--- config.mk ---
export PLATFORM = sky130hd
export DESIGN_NAME = morse_timing_calibrator
export DESIGN_NICKNAME = d
export VERILOG_FILES = /design/src/rtl/morse_timing_calibrator.sv
export SDC_FILE = /design/constraint.sdc
export NUM_CORES = 1
export LEC_CHECK = 0
export BUFFER_PORTS_ARGS = -buffer_cell sky130_fd_sc_hd__buf_4
export CELL_PAD_IN_SITES_DETAIL_PLACEMENT = 0
export CELL_PAD_IN_SITES_GLOBAL_PLACEMENT = 1
export CORE_MARGIN = 8
export CORE_UTILIZATION = 48
export CTS_CLUSTER_SIZE = 25
export DETAILED_ROUTE_END_ITERATION = 6
export PLACE_DENSITY_LB_ADDON = 0.1
export SYNTH_ARGS = -nofsm -noshare
export SYNTH_HDL_FRONTEND = slang
export SYNTH_SLANG_ARGS = --single-unit
--- constraint.sdc ---
create_clock -name clk -period 11.2 [get_ports clk]
set_input_delay 2.24 -clock clk [delete_from_list [all_inputs] [get_ports clk]]
set_output_delay 2.24 -clock clk [all_outputs]
set_load 0.05 [all_outputs]
--- src/rtl/morse_timing_calibrator.sv ---
// Learns the Morse dit length from the shortest of SAMPLE_MARKS keyed marks and derives dah/word/tolerance timing.
// Optional macro MORSE_CAL_MANUAL_EN adds a manual dit override (use_manual, manual_dit).
`ifndef PULSE_CNT_W
`define PULSE_CNT_W 12
`endif

module morse_timing_calibrator #(
   parameter int SAMPLE_MARKS = 8,
   parameter int MIN_PULSE    = 2,
   parameter int DEFAULT_DIT  = 10
) (
   input  logic                    clk,
   input  logic                    rst,
   input  logic                    ce,
   input  logic                    signal,
   input  logic                    recal,
`ifdef MORSE_CAL_MANUAL_EN
   input  logic                    use_manual,
   input  logic [`PULSE_CNT_W-1:0] manual_dit,
`endif
   output logic [`PULSE_CNT_W-1:0] dit_time,
   output logic [`PULSE_CNT_W-1:0] dah_time,
   output logic [`PULSE_CNT_W-1:0] word_time,
   output logic [`PULSE_CNT_W-1:0] tol_time,
   output logic                    locked,
   output logic                    cal_error
);
   localparam int W = `PULSE_CNT_W;
   localparam logic [W-1:0] DEF_DIT  = W'(DEFAULT_DIT);
   localparam logic [W-1:0] DEF_DAH  = W'(3 * DEFAULT_DIT);
   localparam logic [W-1:0] DEF_WORD = W'(7 * DEFAULT_DIT);
   localparam logic [W-1:0] DEF_TOL  = W'(DEFAULT_DIT / 2);

   typedef enum logic [1:0] {IDLE, WAIT_LOW, MEASURE, LOCKED} state_t;

   state_t       state;
   logic         sig_q;
   logic [W-1:0] mark_cnt;
   logic [W-1:0] min_mark;
   logic [7:0]   acc_cnt;
   logic [7:0]   low_cnt;

   logic         rise, fall, mark_sat, accept, last_mark, ovf;
   logic [W-1:0] new_min, cal_src;
   logic [W+2:0] ext, prod3, prod7;

   always_comb begin
      rise      = signal & ~sig_q;
      fall      = ~signal & sig_q;
      mark_sat  = (mark_cnt == '1);
      accept    = fall && (mark_cnt >= W'(MIN_PULSE));
      last_mark = accept && (acc_cnt == 8'(SAMPLE_MARKS - 1));
      new_min   = (mark_cnt < min_mark) ? mark_cnt : min_mark;
      cal_src   = new_min;
`ifdef MORSE_CAL_MANUAL_EN
      if (use_manual)
         cal_src = manual_dit;
`endif
      ext   = {3'b000, cal_src};
      prod3 = ext + (ext << 1);
      prod7 = (ext << 3) - ext;
      ovf   = (|prod7[W+2:W]) | (|prod3[W+2:W]);
   end

   always_ff @(posedge clk) begin
      if (rst) begin
         state     <= WAIT_LOW;
         sig_q     <= 1'b0;
         mark_cnt  <= '0;
         min_mark  <= '1;
         acc_cnt   <= '0;
         low_cnt   <= '0;
         dit_time  <= DEF_DIT;
         dah_time  <= DEF_DAH;
         word_time <= DEF_WORD;
         tol_time  <= DEF_TOL;
         locked    <= 1'b0;
         cal_error <= 1'b0;
      end else begin
         cal_error <= 1'b0;
`ifdef MORSE_CAL_MANUAL_EN
         if (use_manual) begin
            state    <= WAIT_LOW;
            locked   <= 1'b1;
            acc_cnt  <= '0;
            mark_cnt <= '0;
            low_cnt  <= '0;
            if (ovf) begin
               cal_error <= 1'b1;
            end else begin
               dit_time  <= cal_src;
               dah_time  <= prod3[W-1:0];
               word_time <= prod7[W-1:0];
               tol_time  <= {1'b0, cal_src[W-1:1]};
            end
         end else
`endif
         if (recal) begin
            state    <= WAIT_LOW;
            locked   <= 1'b0;
            acc_cnt  <= '0;
            mark_cnt <= '0;
            low_cnt  <= '0;
         end else if (ce) begin
            sig_q <= signal;
            case (state)
               WAIT_LOW: begin
                  locked <= 1'b0;
                  if (!signal) begin
                     state    <= MEASURE;
                     min_mark <= '1;
                     acc_cnt  <= '0;
                     mark_cnt <= '0;
                  end
               end
               MEASURE: begin
                  locked <= 1'b0;
                  if (mark_sat) begin
                     // A stuck key cannot be a dit; give up and wait for the line to drop.
                     cal_error <= 1'b1;
                     state     <= WAIT_LOW;
                     acc_cnt   <= '0;
                     mark_cnt  <= '0;
                  end else if (rise) begin
                     mark_cnt <= W'(1);
                  end else if (signal) begin
                     mark_cnt <= mark_cnt + W'(1);
                  end else if (accept) begin
                     if (!last_mark) begin
                        acc_cnt  <= acc_cnt + 8'd1;
                        min_mark <= new_min;
                     end else if (ovf) begin
                        cal_error <= 1'b1;
                        state     <= WAIT_LOW;
                        acc_cnt   <= '0;
                     end else begin
                        dit_time  <= cal_src;
                        dah_time  <= prod3[W-1:0];
                        word_time <= prod7[W-1:0];
                        tol_time  <= {1'b0, cal_src[W-1:1]};
                        locked    <= 1'b1;
                        state     <= LOCKED;
                        acc_cnt   <= '0;
                        low_cnt   <= '0;
                     end
                  end
               end
               LOCKED: begin
                  if (signal) begin
                     low_cnt <= '0;
                  end else if (low_cnt == 8'd254) begin
                     state   <= IDLE;
                     low_cnt <= '0;
                  end else begin
                     low_cnt <= low_cnt + 8'd1;
                  end
               end
               IDLE: begin
                  if (signal) begin
                     state   <= LOCKED;
                     low_cnt <= '0;
                  end
               end
               default: state <= WAIT_LOW;
            endcase
         end
      end
   end
endmodule

==> results.py, run 1 <==
metrics = {
    "status": {
        "status": "finished clean",
    },
    "floorplanning": {
        "die-area_um2": 14200,
        "core.rowCount": 37,
        "die_y_um": 119,
        "core_um2": 10300,
        "io_pins": 55,
        "die_w_um": 119,
        "initial_utilization": 0.494,
    },
    "layout": {
        "drive_above_1_share": 0.119,
        "areaGrowthSynthToFinish_pct": 12.8,
        "fillers": 991,
        "antenna_cells": 0,
        "layout.nets": 721,
        "fin_util": 0.558,
    },
    "logic_synthesis": {
        "synth_commonest_cells": "dfxtp_1, nor2_1, nand2_1, a21oi_1, ha_1",
        "avgSynthCellArea_um2": 8.01,
        "synth_top_family_by_area": "simple AND/OR/NAND/NOR gates",
        "yosysTopAreaCell": "dfxtp_1",
        "synth_area_leaders": "dfxtp_1, ha_1, mux2i_1",
        "synth-simple-area-share": 0.206,
        "synth_cell_type_count": 57,
        "synthArstFlopShare": 0,
        "synth_edf_count": 0,
        "synth-adder-area-share": 0.119,
        "ys_seq_elements": 78,
        "synth_ff_type": "dfxtp_1",
        "yosys.area.top_type_share": 0.306,
        "synth_fp_nets": 690,
        "yosysMostFrequentCell": "dfxtp_1",
        "yosysSeqAreaShare": 0.306,
        "synth_compound_area_frac": 0.192,
        "synth.area.mux_share": 0.0552,
        "synth_area_um2": 5100,
        "synth-xor-area-share": 0.0515,
        "synthCells": 637,
        "synth_warnings": 0,
    },
    "global_route": {
        "grt_max_degree": 34,
        "antenna_found_initial": 0,
        "grt_overflow": 0,
        "grt_usage": 0.182,
        "grt_pass1_vias": 4328,
        "grt_pass1_wl_mm": 21.5,
    },
    "routing": {
        "dr.pass1.iters": 4,
        "final_antenna_net_count": 0,
        "drt_iter0_markers": 370,
        "via_per_inst": 5.58,
        "wirelength_mm": 12.8,
        "wire_per_inst_um": 15.8,
        "num_vias": 4513,
        "drc": 0,
    },
    "cts": {
        "clock_latency_ns": 0.36,
        "cts_root_buf": "clkbuf_8",
        "cts_sinks": 78,
        "cts_setup_buffers": 0,
        "clockBufferDepth": 2,
        "cts_htree_levels": 3,
        "cts_hold_buffers": 0,
        "cts_tree": "yes",
        "cts_buffers": 9,
        "path_clk_slew_ns": 0.08,
        "cts_resized": 0,
    },
    "timing": {
        "skew_ns": 0.00797,
        "fin_crit_ns": 5.98,
        "tns_ns": 0,
        "setup_ws_ns": 5.22,
        "tightest_slew_ns": 0.695,
        "setup_viol": 0,
        "rsz0062_at_grt": "false",
        "timing.final.crit_share": 0.534,
        "slew-limit-headroom": 0.536,
        "hold_violations": 0,
        "drv_slew": 0,
        "clock.fmax_mhz": 167,
    },
    "setup_path": {
        "worst-setup-path-type": "flop to flop",
        "path_max_fanout": 33,
        "cp.required_ns": 11.50,
        "timing.critical_path.from": "min_mark[10]$_SDFFE_PP1P_",
        "critPathCaptureType": "flop",
        "startpoint_type": "flop",
        "critPathArrivalTime_ns": 6.28,
        "r2r-start": "min_mark[10]$_SDFFE_PP1P_",
    },
    "pwr": {
        "leakagePower_nw": 2.62,
        "ir_drop_mv": 0.0663,
        "p_per_area_nw_per_um2": 98.9,
    },
    "min_path": {
        "hold_class": "flop to flop",
        "hold_start": "word_time[9]$_SDFFE_PP0P_",
    },
    "placement": {
        "hpwl_mm": 9.71,
        "io_buffers": 53,
        "dp_slack_ns": 5.28,
        "place.gp.congestion": 0.865,
    },
    "run": {
        "maxCapViolCount": 0,
    },
}
## flip-flops by register name (all words and copies together) (netlist names)
| name | cells |
|---|---|
| mark_cnt | 12 |
| dah_time | 10 |
| min_mark | 12 |
| dit_time | 11 |
| cal_error | 1 |
| sig_q | 1 |
| low_cnt | 8 |
| state | 2 |
| locked | 1 |
| acc_cnt | 8 |
| word_time | 11 |
| tol_time | 1 |
## critical path: stages (launching register included)
cell and delay [ns]:
dfxtp_1 0.40, inv_1 0.06, ha_1 0.30, and4_1 0.23
a21o_1 0.17, nor2_1 0.26, a21boi_4 0.52, nor2_1 0.08
a21oi_1 0.30, inv_1 0.22, ha_1 0.44, a21o_1 0.28
a31oi_1 0.18, o21ai_1 0.11, a21oi_1 0.30, o21ai_0 0.15
or4_1 0.50, a211o_1 0.39, nor3_4 0.12, buf_4 0.45
mux2_1 0.37, nor2_1 0.08
## metal layers
metal	track usage	up-vias	routed length, um	part of all wire
met4	0.0625	0	165	0.013
li1	-	2295	-	-
met3	0.0383	11	435	0.034
met5	0	-	0	0
met2	0.298	79	6060	0.47
met1	0.233	2128	6160	0.48
## final timing paths
check	endpoint	slack [ns]	depth (start not counted)
max	dah_time[9]$_SDFFE_PP0P_	5.22	21
min	word_time[9]$_SDFFE_PP0P_	0.46	2
max reg2reg	dah_time[9]$_SDFFE_PP0P_	5.22	21
min reg2reg	word_time[9]$_SDFFE_PP0P_	0.46	2
## through the flow
| step | total power, W | instances | hold WS, ns | instance area [um2] |
|---|---|---|---|---|
| 2_1_floorplan | 0.000307 | 637 | 0.458 | 5100 |
| 3_3_place_gp | 0.000315 | 793 | 0.447 | 5500 |
| 3_5_place_dp | 0.000315 | 793 | 0.454 | 5500 |
| 4_1_cts | 0.000576 | 809 | 0.463 | 5760 |
| 5_1_grt | 0.000592 | 809 | 0.483 | 5760 |
| 6_report | 0.000569 | 809 | 0.458 | 5760 |
## kinds of logic after synthesis
kind of cell / count (synthesis)
AND/OR/NAND/NOR: 220
AO/OA/AOI/OAI: 154
flip-flops: 78
buffers and inverters: 78
adder cells (fa/ha/maj): 48
XOR/XNOR: 30
multiplexers: 28
other: 1
## cell usage in the layout, fill, tap and decap left out, drive strengths merged, types with 5 or more instances in the layout
| cell | instances |
|---|---|
| o31ai | 8 |
| or3 | 6 |
| nand2 | 55 |
| and4 | 5 |
| and3 | 8 |
| nor3 | 8 |
| mux2i | 27 |
| a21oi | 50 |
| xor2 | 12 |
| nand4 | 17 |
| dfxtp | 78 |
| nand2b | 6 |
| nand3 | 25 |
| a21o | 8 |
| o21ai | 44 |
| buf | 56 |
| a31oi | 5 |
| nor2 | 69 |
| nor2b | 6 |
| ha | 47 |
| clkbuf | 14 |
| inv | 42 |
| xnor2 | 18 |
## report_power, final
| group | switching [W] | internal [W] |
|---|---|---|
| combinational | 0.0000208 | 0.00000906 |
| clock | 0.000105 | 0.000156 |
| sequential | 0.000000895 | 0.000278 |
| total | 0.000127 | 0.000443 |
## layout make-up
cell class / count / area (um2) / share of cell area
Tap cell: 136 / 170 / 0.0296
Sequential cell: 78 / 1560 / 0.271
Clock inverter: 2 / 60.1 / 0.0104
Inverter: 42 / 158 / 0.0274
Timing Repair Buffer: 56 / 420 / 0.0730
Multi-Input combinational cell: 481 / 3190 / 0.555
Clock buffer: 14 / 193 / 0.0335
No activity file was read; power rests on OpenSTA's default activity.
==> run 2, diff against run 1 <==
--- a/config.mk
+++ b/config.mk
@@ -9,7 +9,7 @@
 export CELL_PAD_IN_SITES_DETAIL_PLACEMENT = 0
 export CELL_PAD_IN_SITES_GLOBAL_PLACEMENT = 1
 export CORE_MARGIN = 8
-export CORE_UTILIZATION = 48
+export CORE_UTILIZATION = 40
 export CTS_CLUSTER_SIZE = 25
 export DETAILED_ROUTE_END_ITERATION = 6
 export PLACE_DENSITY_LB_ADDON = 0.1
==> constraint.sdc (replaced) <==
create_clock -name clk -period 5.5 [get_ports clk]
set_input_delay 1.1 -clock clk [delete_from_list [all_inputs] [get_ports clk]]
set_output_delay 1.1 -clock clk [all_outputs]
set_load 0.05 [all_outputs]
==> run 2 against run 1 <==
  * Final cell count grew 8.7%
  * Global-route usage shrank 1.2 points
  * Fmax grew 15%
  * First-iteration DRC count shrank 19%
  * Final area grew 7.4%
  * Count of clock-buffer cells in the layout shrank 5
  * Die area grew 17%
  * Flip-flop and latch count is the same
  * Via count grew 3.3%
  * Utilization shrank 6.4 points
  * Highest routed layer unchanged
==> results.py, run 2 (synthesis gave the netlist of run 1 again) <==
metrics = {
    "setup_path": {
        "crit_family": "compound AO/OA/AOI/OAI gates",
        "r2r_slack_ns": 0.31,
        "regToRegEndpoint": "low_cnt[3]$_SDFFE_PP0P_",
        "crit_top_cell": "a21oi_1",
        "cp.required_ns": 5.77,
        "critPathSlowestCell": "or4_1",
        "critPathCaptureType": "flop",
        "critPathArrivalTime_ns": 5.46,
        "cp_num_buf_inv": 3,
        "path_cells": "inv_1 -> ha_1 -> and4_1 -> a21o_1 -> nor2_2 -> a21boi_4 -> buf_4 -> nor2_1 -> a21oi_1 -> inv_1 -> ha_1 -> fa_1 -> a21oi_2 -> o21a_1 -> o31ai_1 -> a21oi_1 -> o21bai_1 -> a2111o_1 -> a211o_1 -> o21a_2 -> or4_1 -> a21oi_1",
        "worst-setup-path-type": "flop to flop",
        "cpPeakStageDelay_ns": 0.50,
        "r2r-start": "min_mark[10]$_SDFFE_PP1P_",
        "rr_worst_depth": 22,
        "startpoint_type": "flop",
        "path_max_fanout": 6,
    },
    "routing": {
        "num_vias": 4660,
        "wire_per_inst_um": 15.7,
        "wirelength_mm": 13.8,
        "via_per_inst": 5.30,
        "dr.pass1.iters": 4,
        "drc": 0,
        "drt_iter0_markers": 298,
        "final_antenna_net_count": 0,
    },
    "layout": {
        "final_common_cell": "buf_4",
        "top_regs": "mark_cnt x12, min_mark x12",
        "layout.nets": 757,
        "drive_above_1_share": 0.173,
        "areaGrowthSynthToFinish_pct": 21.2,
        "final_cell_mix": "buf_4, dfxtp_1, nor2_1, nand2_1",
        "fillers": 1284,
        "antenna_cells": 0,
        "fin_cells": 879,
    },
    "status": {
        "status": "finished clean",
    },
    "floorplanning": {
        "core_um2": 12500,
        "die_y_um": 129,
        "io_pins": 55,
        "core.rowCount": 41,
        "die_w_um": 129,
        "die-area_um2": 16600,
        "initial_utilization": 0.408,
    },
    "timing": {
        "slew-limit-headroom": 0.503,
        "tns_ns": 0,
        "setup_viol": 0,
        "rsz0062_at_grt": "false",
        "tightest_slew_ns": 0.745,
        "hold_violations": 0,
        "clock.fmax_mhz": 193,
        "hold_ws_ns": 0.464,
        "fin_crit_ns": 5.19,
        "drv_slew": 0,
        "skew_ns": 0.00401,
        "timing.final.crit_share": 0.943,
    },
    "cts": {
        "cts_htree_levels": 3,
        "cts_sinks": 78,
        "path_clk_slew_ns": 0.06,
        "clockBufferDepth": 2,
        "cts_buffers": 9,
        "cts_tree": "yes",
        "clock_latency_ns": 0.34,
        "cts_hold_buffers": 0,
        "cts_root_buf": "clkbuf_16",
    },
    "min_path": {
        "hold_class": "flop to flop",
        "hold_start": "word_time[9]$_SDFFE_PP0P_",
        "hold_depth": 2,
        "holdPathEnd": "word_time[9]$_SDFFE_PP0P_",
    },
    "pwr": {
        "p_sw_w": 0.000277,
        "sequentialPowerShare": 0.437,
        "p_per_area_nw_per_um2": 210,
        "pwr-share-clk": 0.514,
        "leakagePower_nw": 2.82,
        "p_int_w": 0.00102,
        "swShare": 0.213,
        "ir_drop_mv": 0.157,
        "comb_power_share": 0.049,
    },
    "placement": {
        "io_buffers": 53,
        "place.gp.congestion": 0.833,
        "hpwl_mm": 10.8,
        "dp.cells": 863,
    },
    "global_route": {
        "grt_pass1_vias": 4587,
        "grt_overflow": 0,
        "grt_usage": 0.171,
        "grt_max_degree": 34,
        "antenna_found_initial": 0,
        "grt_pass1_wl_mm": 22.7,
    },
    "run": {
        "maxCapViolCount": 0,
    },
}
## run 2: changes by cell type in the layout (fill, tap and decap cells not counted), moves of 2 or more
cell       delta
buf_4        +33
clkbuf_8     -14
clkbuf_16     +9
a21oi_1       -3
a21oi_2       +3
clkinv_2      +2
inv_1         -2
inv_2         +2
## run 2: worst max path at each step
stage	start	endpoint	slack (ns)	cells after the start
after floorplan	min_mark[10]$_SDFFE_PP1P_	low_cnt[3]$_SDFFE_PP0P_	0.06	23
after CTS	min_mark[10]$_SDFFE_PP1P_	low_cnt[1]$_SDFFE_PP0P_	0.21	20
after detailed placement	min_mark[10]$_SDFFE_PP1P_	low_cnt[1]$_SDFFE_PP0P_	0.25	20
after global routing	min_mark[5]$_SDFFE_PP1P_	low_cnt[1]$_SDFFE_PP0P_	0.03	19
final	min_mark[10]$_SDFFE_PP1P_	low_cnt[3]$_SDFFE_PP0P_	0.31	22
after global placement	min_mark[10]$_SDFFE_PP1P_	low_cnt[1]$_SDFFE_PP0P_	0.35	20
## run 2: timing repair
item,4_1_cts,5_1_grt
gates resized for setup,0,9
buffers inserted,0,1
endpoints found under the setup margin,0,31
## run 2: routing by layer
layer / vias up / part of all wire / track usage
li1: 2375 / - / -
met1: 2199 / 0.46 / 0.210
met2: 75 / 0.49 / 0.292
met3: 11 / 0.045 / 0.0451
met4: 0 / 0.0066 / 0.0366
met5: - / 0 / 0
## run 2: layout make-up
type,count,area (um2),area share
sequential,78,1560,0.253
clock inverter,5,100,0.0162
tap,172,215,0.0348
timing repair buffer,91,699,0.113
inverter,42,158,0.0255
multi-input combinational,482,3220,0.521
clock buffer,9,225,0.0364
## run 2: metrics by stage
stage	instance area [um2]	utilization	total power, W	setup slack (ns)
after floorplan	5100	-	0.000624	0.0555
after global placement	5820	0.465	0.000645	0.350
after detailed placement	5820	0.465	0.000645	0.248
after CTS	6140	0.491	0.00132	0.215
after global routing	6180	0.494	0.00135	0.0343
final	6180	0.494	0.00130	0.315
## run 2: power by group through the flow
stage	Combinational (W)	Clock, W	Sequential, W
2_1_floorplan	0.0000443	0	0.000580
3_3_place_gp	0.0000643	0	0.000581
3_5_place_dp	0.0000642	0	0.000581
4_1_cts	0.0000644	0.000683	0.000568
5_1_grt	0.0000715	0.000708	0.000568
6_report	0.0000640	0.000668	0.000568
## run 2: worst register-to-register path, stage by stage, from the launching register on
cell and delay [ns]:
dfxtp_1 0.39, inv_1 0.06, ha_1 0.30, and4_1 0.23, a21o_1 0.18, nor2_2 0.13, a21boi_4 0.26, buf_4 0.14
nor2_1 0.03, a21oi_1 0.15, inv_1 0.08, ha_1 0.23, fa_1 0.44, a21oi_2 0.17, o21a_1 0.15, o31ai_1 0.10
a21oi_1 0.25, o21bai_1 0.17, a2111o_1 0.43, a211o_1 0.31, o21a_2 0.26, or4_1 0.50, a21oi_1 0.15
==> run 3, diff against run 2 <==
--- a/config.mk
+++ b/config.mk
@@ -5,11 +5,12 @@
 export SDC_FILE = /design/constraint.sdc
 export NUM_CORES = 1
 export LEC_CHECK = 0
+export ABC_AREA = 1
 export BUFFER_PORTS_ARGS = -buffer_cell sky130_fd_sc_hd__buf_4
 export CELL_PAD_IN_SITES_DETAIL_PLACEMENT = 0
 export CELL_PAD_IN_SITES_GLOBAL_PLACEMENT = 1
 export CORE_MARGIN = 8
-export CORE_UTILIZATION = 40
+export CORE_UTILIZATION = 39
 export CTS_CLUSTER_SIZE = 25
 export DETAILED_ROUTE_END_ITERATION = 6
 export PLACE_DENSITY_LB_ADDON = 0.1
==> run 3 against run 2 <==
  * Fmax grew 6.7%
  * Final area about the same
  * Clock power fell by 10%
  * Count of clock-buffer cells in the layout is 1 higher
  * Setup slack better by 0.32 ns
  * Largest cell class unchanged
  * Largest power group unchanged
  * Sequential power grew 2%
  * Area after synthesis is 5.8% higher
  * Flip-flop and latch count stayed put
==> results.py, run 3 <==
metrics = {
    "status": {
        "status": "finished clean",
    },
    "logic_synthesis": {
        "avgSynthCellArea_um2": 7.09,
        "ys_seq_elements": 78,
        "yosysMostFrequentCell": "nand2_1",
        "synthCells": 761,
        "synthArstFlopShare": 0,
        "synth_commonest_cells": "nand2_1, inv_1, nor2_1, dfxtp_1, ha_1",
        "synth_area_leaders": "dfxtp_1, ha_1, nand2_1",
        "synth_area_um2": 5400,
        "synth_fp_nets": 814,
        "synth_warnings": 0,
        "synth_edf_count": 0,
        "yosys.area.top_type_share": 0.289,
        "yosysSeqAreaShare": 0.289,
        "yosysTopAreaCell": "dfxtp_1",
        "synth_cell_type_count": 51,
        "synth_ff_type": "dfxtp_1",
    },
    "floorplanning": {
        "io_pins": 55,
        "die_w_um": 134,
        "initial_utilization": 0.394,
        "die_y_um": 134,
        "core.rowCount": 43,
        "die-area_um2": 17900,
        "core_um2": 13700,
    },
    "min_path": {
        "hold_start": "dah_time[7]$_SDFFE_PP0P_",
        "holdPathEnd": "dah_time[7]$_SDFFE_PP0P_",
        "hold_depth": 2,
        "hold_class": "flop to flop",
    },
    "cts": {
        "cts_htree_levels": 3,
        "cts_buffers": 9,
        "cts_hold_buffers": 0,
        "cts_tree": "yes",
        "path_clk_slew_ns": 0.06,
        "cts_setup_buffers": 0,
        "clock_latency_ns": 0.34,
        "cts_root_buf": "clkbuf_16",
        "cts_resized": 0,
        "cts_sinks": 78,
        "clockBufferDepth": 2,
    },
    "setup_path": {
        "regToRegEndpoint": "dah_time[5]$_SDFFE_PP0P_",
        "rr_worst_depth": 19,
        "startpoint_type": "flop",
        "critPathCaptureType": "flop",
        "r2r-start": "min_mark[11]$_SDFFE_PP1P_",
        "cp.required_ns": 5.73,
        "r2r_slack_ns": 0.64,
        "critPathArrivalTime_ns": 5.09,
        "path_max_fanout": 37,
        "worst-setup-path-type": "flop to flop",
    },
    "pwr": {
        "p_int_w": 0.000967,
        "pwr-share-clk": 0.468,
        "swShare": 0.244,
        "p_sw_w": 0.000312,
        "leakagePower_nw": 2.96,
        "sequentialPowerShare": 0.453,
        "p_per_area_nw_per_um2": 207,
        "total_power_w": 0.00128,
        "comb_power_share": 0.079,
        "ir_drop_mv": 0.151,
    },
    "routing": {
        "dr_wl_met3_um": 654,
        "num_vias": 4951,
        "final_antenna_net_count": 0,
        "via_per_inst": 5.02,
        "met1_length_mm": 6.45,
        "dr.pass1.iters": 5,
        "wire_per_inst_um": 14.3,
        "wl_met2_mm": 6.70,
        "wirelength_mm": 14.1,
        "drc": 0,
        "highest_layer": "met4",
        "drt_iter0_markers": 273,
    },
    "timing": {
        "setup_ws_ns": 0.639,
        "clock.fmax_mhz": 206,
        "setup_viol": 0,
        "fin_crit_ns": 4.86,
        "skew_ns": 0.00515,
        "tns_ns": 0,
        "hold_ws_ns": 0.456,
        "tightest_slew_ns": 0.972,
        "drv_slew": 0,
        "slew-limit-headroom": 0.345,
        "hold_violations": 0,
        "rsz0062_at_grt": "false",
        "timing.final.crit_share": 0.884,
    },
    "global_route": {
        "grt_pass1_wl_mm": 23.7,
        "grt_overflow": 0,
        "antenna_found_initial": 0,
        "grt_max_degree": 43,
        "grt_usage": 0.163,
        "grt_pass1_vias": 4805,
    },
    "layout": {
        "seq_area_um2": 1560,
        "final_common_cell": "nand2_1",
        "top_regs": "mark_cnt x12, min_mark x12",
        "layout.nets": 854,
        "fillers": 1411,
        "areaGrowthSynthToFinish_pct": 14.6,
        "antenna_cells": 0,
        "drive_above_1_share": 0.151,
        "final_cell_mix": "nand2_1, inv_1, nor2_1, dfxtp_1, buf_4",
        "fin_cells": 986,
        "multi_input_area_um2": 3270,
    },
    "placement": {
        "hpwl_mm": 10.9,
        "io_buffers": 53,
        "dp_slack_ns": 0.521,
        "dp.cells": 970,
        "place.gp.congestion": 0.860,
    },
    "run": {
        "maxCapViolCount": 0,
    },
}
-- run 3: changes by cell type in the layout (fill, tap and decap cells not counted), moves of 9 or more --
cell and delta:
o21ai_1 +13, nand3_1 +14, buf_4 -29, o211ai_1 +14, nand2_1 +70, xor2_1 +11, xnor2_1 -14, nand4_1 -9
o21ai_0 +9, nand2_2 +11, nor2_1 +23, mux2i_1 -27, inv_1 +54
-- run 3: metal layers --
layer  GRT usage  vias up
met1       0.197     2247
met3      0.0377       20
met4      0.0624        0
met2       0.274       92
met5           0        -
li1            -     2592
-- run 3: how the worst max path moves through the flow --
stage / slack (ns) / startpoint / endpoint / depth (start not counted)
2_1_floorplan: 1.42 / min_mark[11]$_SDFFE_PP1P_ / word_time[2]$_SDFFE_PP1P_ / 22
3_3_place_gp: 0.60 / min_mark[11]$_SDFFE_PP1P_ / dit_time[9]$_SDFFE_PP0P_ / 19
3_5_place_dp: 0.52 / min_mark[11]$_SDFFE_PP1P_ / dit_time[9]$_SDFFE_PP0P_ / 19
4_1_cts: 0.49 / min_mark[11]$_SDFFE_PP1P_ / dah_time[5]$_SDFFE_PP0P_ / 19
5_1_grt: 0.1 / min_mark[11]$_SDFFE_PP1P_ / dah_time[5]$_SDFFE_PP0P_ / 19
6_report: 0.64 / min_mark[11]$_SDFFE_PP1P_ / dah_time[5]$_SDFFE_PP0P_ / 19
-- run 3: layout make-up --
type                            instances  share of cell area
Clock buffer                           10              0.0386
Sequential cell                        78               0.252
Multi-Input combinational cell        552               0.529
Timing Repair Buffer                   60              0.0728
Inverter                              100              0.0609
Clock inverter                          6             0.00991
Tap cell                              180              0.0364
-- run 3: power by group through the flow --
stage / registers (W) / logic (W) / clock network (W)
final: 0.000579 / 0.000101 / 0.000599
after global routing: 0.000579 / 0.000116 / 0.000646
after global placement: 0.000591 / 0.000101 / 0
after CTS: 0.000579 / 0.000102 / 0.000623
after floorplan: 0.000591 / 0.0000753 / 0
after detailed placement: 0.000591 / 0.000102 / 0
-- run 3: worst max-delay path, cell delays in order (launching register included) --
cell and delay, ns:
dfxtp_1 0.37, inv_1 0.08, ha_1 0.30, nand2_2 0.09, inv_1 0.04, nand2_1 0.05, nand3_1 0.11, nor2_4 0.18
nand2_4 0.19, o21ai_0 0.81, ha_1 0.43, a21o_1 0.20, a31oi_1 0.39, nor4_1 0.10, nor4_1 0.24, nand3_2 0.18
nor2_8 0.16, nand4_4 0.39, o21ai_0 0.33, a21oi_1 0.06
-- run 3: cells by family (layout without fill, tap and decap cells) --
kind of cell	Yosys count	count (layout)	share of synthesized area
other cells	1	1	0.000695
compound gates	147	147	0.158
fa+ha+maj	48	48	0.113
xor+xnor	27	27	0.0438
buf+inv	131	176	0.107
flops	78	78	0.289
simple gates	329	329	0.289
-- run 3: per-stage QoR --
stage | utilization | cell area, um2
CTS | 0.451 | 6190
finish | 0.451 | 6190
global placement | 0.429 | 5890
floorplan | - | 5400
global route | 0.451 | 6190
detailed placement | 0.429 | 5890
